`config.mk`:
```
export PLATFORM = sky130hd
export DESIGN_NAME = lsu
export DESIGN_NICKNAME = d
export VERILOG_FILES = /design/src/rtl/lsu.sv
export SDC_FILE = /design/constraint.sdc
export NUM_CORES = 1
export LEC_CHECK = 0
export CAP_MARGIN = 10
export CORE_ASPECT_RATIO = 0.8
export CORE_MARGIN = 1.5
export CORE_UTILIZATION = 32
export DETAILED_ROUTE_END_ITERATION = 8
export HOLD_SLACK_MARGIN = 0.15
export MAX_ROUTING_LAYER = met4
export PLACE_DENSITY_LB_ADDON = 0.15
export REMOVE_ABC_BUFFERS = 1
export SLEW_MARGIN = 30
export SYNTH_ARGS = -nofsm -noshare
export SYNTH_HDL_FRONTEND = slang
export SYNTH_SLANG_ARGS = --single-unit
```
`constraint.sdc`:
```
create_clock -name clock -period 4.3 [get_ports clock]
set_input_delay 1.075 -clock clock [delete_from_list [all_inputs] [get_ports clock]]
set_output_delay 1.075 -clock clock [all_outputs]
set_load 0.01 [all_outputs]
```
`src/rtl/lsu.sv`:
```
`default_nettype none
// ============================================================================
//  Module   : lsu
//  Purpose  : Load/store unit fed by the execute ALU. Runs one data-memory
//             transaction per accepted start over a req/ready handshake,
//             builds byte-lane store data/strobes, sign/zero-extends loads,
//             and flags misaligned/illegal accesses and memory timeouts.
//  Revision : 1.0  initial release
// ----------------------------------------------------------------------------
//  Ports
//    clock       in   rising-edge clock
//    reset       in   asynchronous active-low reset
//    start       in   one-cycle request, sampled only while idle
//    mem_rw      in   0 = load, 1 = store
//    funct3      in   access size/sign (B/H/W/BU/HU)
//    alu_res     in   effective byte address
//    rs2         in   store source data
//    busy        out  high while a transaction is in flight
//    done        out  one-cycle completion pulse
//    load_data   out  extended load result, held until the next load
//    misaligned  out  alignment / illegal-funct3 error pulse (with done)
//    timeout     out  memory timeout pulse (with done)
//    dmem_req    out  memory request, held until dmem_ready
//    dmem_we     out  memory write enable
//    dmem_addr   out  word-aligned memory address
//    dmem_wstrb  out  byte write enables
//    dmem_wdata  out  lane-replicated store data
//    dmem_ready  in   memory accept/complete
//    dmem_rdata  in   memory read word, valid with dmem_ready
// ============================================================================
module lsu #(
  parameter int unsigned TIMEOUT_CYCLES = 16
) (
  input  logic        clock,
  input  logic        reset,
  input  logic        start,
  input  logic        mem_rw,
  input  logic [2:0]  funct3,
  input  logic [31:0] alu_res,
  input  logic [31:0] rs2,
  output logic        busy,
  output logic        done,
  output logic [31:0] load_data,
  output logic        misaligned,
  output logic        timeout,
  output logic        dmem_req,
  output logic        dmem_we,
  output logic [31:0] dmem_addr,
  output logic [3:0]  dmem_wstrb,
  output logic [31:0] dmem_wdata,
  input  logic        dmem_ready,
  input  logic [31:0] dmem_rdata
);

  // Counter only needs to reach TIMEOUT_CYCLES-1.
  localparam int unsigned CNT_W = (TIMEOUT_CYCLES > 1) ? $clog2(TIMEOUT_CYCLES) : 1;
  localparam logic [CNT_W-1:0] CNT_LAST = CNT_W'(TIMEOUT_CYCLES - 1);

  localparam logic [1:0] ST_IDLE = 2'd0;
  localparam logic [1:0] ST_REQ  = 2'd1;
  localparam logic [1:0] ST_DONE = 2'd2;
  localparam logic [1:0] ST_ERR  = 2'd3;

  localparam logic [2:0] F3_B  = 3'b000;
  localparam logic [2:0] F3_H  = 3'b001;
  localparam logic [2:0] F3_W  = 3'b010;
  localparam logic [2:0] F3_BU = 3'b100;
  localparam logic [2:0] F3_HU = 3'b101;

  logic [1:0]       state_q, state_d;
  logic             we_q, we_d;
  logic [2:0]       funct3_q, funct3_d;
  logic [31:0]      addr_q, addr_d;
  logic [31:0]      wdata_q, wdata_d;
  logic [3:0]       wstrb_q, wstrb_d;
  logic [CNT_W-1:0] cnt_q, cnt_d;
  logic             mis_q, mis_d;        // ERR cause: 1 = misaligned, 0 = timeout
  logic [31:0]      load_data_q, load_data_d;

  logic             illegal;
  logic [31:0]      lane_wdata;
  logic [3:0]       lane_wstrb;
  logic [31:0]      rd_shift;
  logic [31:0]      rd_ext;

  // --------------------------------------------------------------------------
  // Access legality, evaluated on the raw inputs in the start cycle.
  // funct3[1:0]==01 covers both H and HU.
  // --------------------------------------------------------------------------
  always_comb begin
    illegal = 1'b0;
    if (funct3 == 3'b011 || funct3 == 3'b110 || funct3 == 3'b111)
      illegal = 1'b1;
    if (mem_rw && funct3[2])
      illegal = 1'b1;
    if (funct3[1:0] == 2'b01 && alu_res[0])
      illegal = 1'b1;
    if (funct3 == F3_W && alu_res[1:0] != 2'b00)
      illegal = 1'b1;
  end

  // --------------------------------------------------------------------------
  // Store lane construction. Loads never strobe any byte.
  // --------------------------------------------------------------------------
  always_comb begin
    lane_wdata = rs2;
    lane_wstrb = 4'b0000;
    case (funct3[1:0])
      2'b00: begin
        lane_wdata = {4{rs2[7:0]}};
        lane_wstrb = 4'b0001 << alu_res[1:0];
      end
      2'b01: begin
        lane_wdata = {2{rs2[15:0]}};
        lane_wstrb = 4'b0011 << alu_res[1:0];
      end
      default: begin
        lane_wdata = rs2;
        lane_wstrb = 4'b1111;
      end
    endcase
    if (!mem_rw)
      lane_wstrb = 4'b0000;
  end

  // --------------------------------------------------------------------------
  // Load extraction from the returned word using the latched byte offset.
  // --------------------------------------------------------------------------
  always_comb begin
    rd_shift = dmem_rdata >> {addr_q[1:0], 3'b000};
    case (funct3_q)
      F3_B:    rd_ext = {{24{rd_shift[7]}}, rd_shift[7:0]};
      F3_BU:   rd_ext = {24'h000000, rd_shift[7:0]};
      F3_H:    rd_ext = {{16{rd_shift[15]}}, rd_shift[15:0]};
      F3_HU:   rd_ext = {16'h0000, rd_shift[15:0]};
      default: rd_ext = dmem_rdata;
    endcase
  end

  // --------------------------------------------------------------------------
  // FSM: state register
  // --------------------------------------------------------------------------
  always_ff @(posedge clock or negedge reset) begin
    if (!reset)
      state_q <= ST_IDLE;
    else
      state_q <= state_d;
  end

  // --------------------------------------------------------------------------
  // FSM: next-state logic
  // --------------------------------------------------------------------------
  always_comb begin
    state_d = state_q;
    case (state_q)
      ST_IDLE: begin
        if (start)
          state_d = illegal ? ST_ERR : ST_REQ;
      end
      ST_REQ: begin
        // A ready in the last allowed cycle still wins over the timeout.
        if (dmem_ready)
          state_d = ST_DONE;
        else if (cnt_q == CNT_LAST)
          state_d = ST_ERR;
      end
      ST_DONE: state_d = ST_IDLE;
      ST_ERR:  state_d = ST_IDLE;
      default: state_d = ST_IDLE;
    endcase
  end

  // --------------------------------------------------------------------------
  // FSM: outputs
  // --------------------------------------------------------------------------
  always_comb begin
    busy       = (state_q != ST_IDLE);
    done       = (state_q == ST_DONE) || (state_q == ST_ERR);
    misaligned = (state_q == ST_ERR) && mis_q;
    timeout    = (state_q == ST_ERR) && !mis_q;
    dmem_req   = (state_q == ST_REQ);
    dmem_we    = (state_q == ST_REQ) && we_q;
    dmem_wstrb = (state_q == ST_REQ) ? wstrb_q : 4'b0000;
    dmem_addr  = {addr_q[31:2], 2'b00};
    dmem_wdata = wdata_q;
    load_data  = load_data_q;
  end

  // --------------------------------------------------------------------------
  // Datapath next-state: request capture, wait counter, load result.
  // --------------------------------------------------------------------------
  always_comb begin
    we_d        = we_q;
    funct3_d    = funct3_q;
    addr_d      = addr_q;
    wdata_d     = wdata_q;
    wstrb_d     = wstrb_q;
    cnt_d       = cnt_q;
    mis_d       = mis_q;
    load_data_d = load_data_q;
    case (state_q)
      ST_IDLE: begin
        if (start) begin
          we_d     = mem_rw;
          funct3_d = funct3;
          addr_d   = alu_res;
          wdata_d  = lane_wdata;
          wstrb_d  = lane_wstrb;
          cnt_d    = '0;
          mis_d    = illegal;
        end
      end
      ST_REQ: begin
        if (dmem_ready) begin
          if (!we_q)
            load_data_d = rd_ext;
        end else if (cnt_q != CNT_LAST) begin
          cnt_d = cnt_q + 1'b1;
        end else begin
          mis_d = 1'b0;
        end
      end
      default: ;
    endcase
  end

  always_ff @(posedge clock or negedge reset) begin
    if (!reset) begin
      we_q        <= 1'b0;
      funct3_q    <= 3'b000;
      addr_q      <= 32'h0;
      wdata_q     <= 32'h0;
      wstrb_q     <= 4'b0000;
      cnt_q       <= '0;
      mis_q       <= 1'b0;
      load_data_q <= 32'h0;
    end else begin
      we_q        <= we_d;
      funct3_q    <= funct3_d;
      addr_q      <= addr_d;
      wdata_q     <= wdata_d;
      wstrb_q     <= wstrb_d;
      cnt_q       <= cnt_d;
      mis_q       <= mis_d;
      load_data_q <= load_data_d;
    end
  end

endmodule
`default_nettype wire

```
==> impl_metrics.toml <==
[run_status]
status = "complete, no violations"

[synthesis]
async_reset_ff_share_pct = 100
yosys-top-cells-area = "dfrtp_1, nand2_1, mux2i_1"
syn_area_mm2 = 0.00553
yosysWarnings = 0
syn_inst = 624
synth_edf_count = 0
avgSynthCellArea_um2 = 8.86
synth_cell_type_count = 47
ys_ff_latch = 111
netlist.area_leader.share_pct = 50.2
yosysTopAreaCell = "dfrtp_1"
ys.flop_type = "dfrtp_1"
synth-seq-area-share_pct = 50.2

[finish]
area_growth_pct = 42.3
regArea_mm2 = 0.00278
drive_gt1_share_pct = 4.97
multi_input_area_mm2 = 0.00234
n_antenna_cell = 0
stdcell_area_mm2 = 0.00787
final_nets = 884
final_common_cell = "clkdlybuf4s50_1"
fill_cells = 1617
layout_common_cells = "clkdlybuf4s50_1, nand2_1, dfrtp_1"

[worst_hold_path]
hold_depth = 2
hold_class = "reg -> reg"
min_from = "addr_q[21]"
holdPathEnd = "addr_q[21]"

[global_route]
overflow = 0
grt_pass1_wl_um = 25800
grt_max_degree = 70
grt_util_all_layers_pct = 18.9
grt_pass1_vias = 4985
antenna_found_initial = 0

[setup_path]
r2r_cells = 4
worstPathMaxFanout = 9
rr_startpoint = "addr_q[1]"
r2r_slack_ns = 1.81
slowest_delay_ns = 0.60
path_cells = "nand2b_4 -> inv_1 -> and2_1 -> clkdlybuf4s50_1"
cp_top_family = "buffers and inverters"
arrival_ns = 1.97
crit_path_top_delay_cell = "dfrtp_1"
cp-end-kind = "primary output"
critPathLaunchType = "register"
critical_path_depth = 4
crit_type = "reg -> out"
cp_data_required_time_ns = 3.22
path_buf_inv = 2
reg2reg_to = "load_data[29]"

[sta]
slew_violations = 0
finalCritPeriodShare_pct = 70.7
slew_headroom_pct = 40.9
fmax_mhz = 329
min_period_ns = 3.04
finalClockSkew_ns = 0.00909
hold_viol = 0
tns_ns = 0
rsz0062_at_grt = "false"
setup_viol_count_final = 0
tightest_slew_ns = 0.887

[cts]
post_cts_buffers = 0
insertion_delay_ns = 0.35
clkTransAtPathRegs_ns = 0.07
cts_hold_buffers = 0
cts_tree = "built"
htreeDepth = 3
cts_num_sinks = 111
cts_root_buffer = "clkbuf_16"
cts-buffers-inserted = 9
cts_resized = 0
clk_path_buf_depth = 2

[floorplanning]
core_mm2 = 0.0167
num_rows = 42
die_area_mm2 = 0.0181
start_util_pct = 33.1
die_h_um = 121
fp.dieW_um = 150
pin_count = 210

[power]
seqPwrFrac_pct = 37.4
total_power_mw = 5.20
power_switching_share_pct = 37.5
internal-power_mw = 3.25
power_frac_comb_pct = 45.9
powerDensity_mw_per_mm2 = 661
ir_worst_vdd_v = 0.000315
p_clk_share_pct = 16.7
power.leakage_nw = 3.45
power_switching_mw = 1.95

[routing]
route.detailed.wl_per_inst_um = 16.1
viasPerCell = 4.77
drt_iter0_markers = 223
dr.pass1.iters = 5
routed_wl_um = 16200
drc = 0
antenna_left = 0
num_vias = 4794

[place]
hpwl_um = 11300
port_buffers = 207
gp_congestion = 0.786
placed_area_mm2 = 0.00756

[flow_run]
drv_cap = 0
[layout make-up]
type                       count  area share [%]
sequential                   111            35.3
multi-input combinational    438            29.7
timing repair buffer         215            27.4
tap                          220            3.50
clock buffer                  10            3.04
clock inverter                 6           0.859
inverter                       4           0.191
[metal layers]
layer	wire [um]	share of wire, %	GRT usage (%)
met2	7220	45	28.6
met3	1440	8.9	6.42
met4	150	0.93	4.78
met1	7360	46	24.2
met5	0	0	-
[worst min-delay path, cell delays in order (launching register included)]
cell and delay (ns):
dfrtp_1 0.34, nand2_1 0.05, nand2_1 0.06
[sequential cells by signal, indices dropped and copies added (netlist names)]
register and cells:
dmem_wdata 32, funct3_q 3, addr_q 32, we_q 1, state_q 2, mis_q 1
wstrb_q 4, cnt_q 4, load_data 32
[how the worst max path moves through the flow]
stage | from | endpoint | slack, ns
3_5_place_dp | funct3[0] | dmem_wdata[8] | 1.26
2_1_floorplan | start | cnt_q[1] | 0.39
4_1_cts | state_q[1] | dmem_wstrb[1] | 1.24
3_3_place_gp | funct3[0] | dmem_wdata[8] | 1.30
5_1_grt | state_q[0] | dmem_wstrb[1] | 1.16
6_report | state_q[0] | dmem_wstrb[3] | 1.26
[kinds of logic after synthesis]
group | share of synthesized area (%)
other cells | 0.0678
compound gates | 9.71
flops | 50.2
simple gates | 25.1
mux | 6.77
fa+ha+maj | 0.226
buf+inv | 7.94
[through the flow]
stage	worst slack [ns]	utilization (%)	instances	hold WS (ns)
2_1_floorplan	0.393	-	553	0.442
3_3_place_gp	1.30	45.2	988	0.457
3_5_place_dp	1.26	45.2	988	0.461
4_1_cts	1.24	47.1	1004	0.479
5_1_grt	1.16	47.1	1004	0.500
6_report	1.26	47.1	1004	0.475
[power by group through the flow]
stage	sequential [mW]	clock, mW	combinational [mW]
2_1_floorplan	2.07	0	0.861
3_3_place_gp	1.93	0	2.38
3_5_place_dp	1.94	0	2.41
4_1_cts	1.94	0.900	2.41
5_1_grt	2.01	0.938	2.63
6_report	1.94	0.869	2.39
[cells in the mapped netlist (4+ instances only)]
cell	instances
buf_4	32
nor2_1	46
nand2b_1	7
a211oi_1	8
buf_1	6
dfrtp_1	111
a21oi_1	38
nand3_1	33
buf_2	15
o21ai_0	36
nor3b_1	11
inv_1	4
clkbuf_1	17
nand2_1	176
mux2i_1	34
and2_1	11
Power figures use the tool's default switching activity.
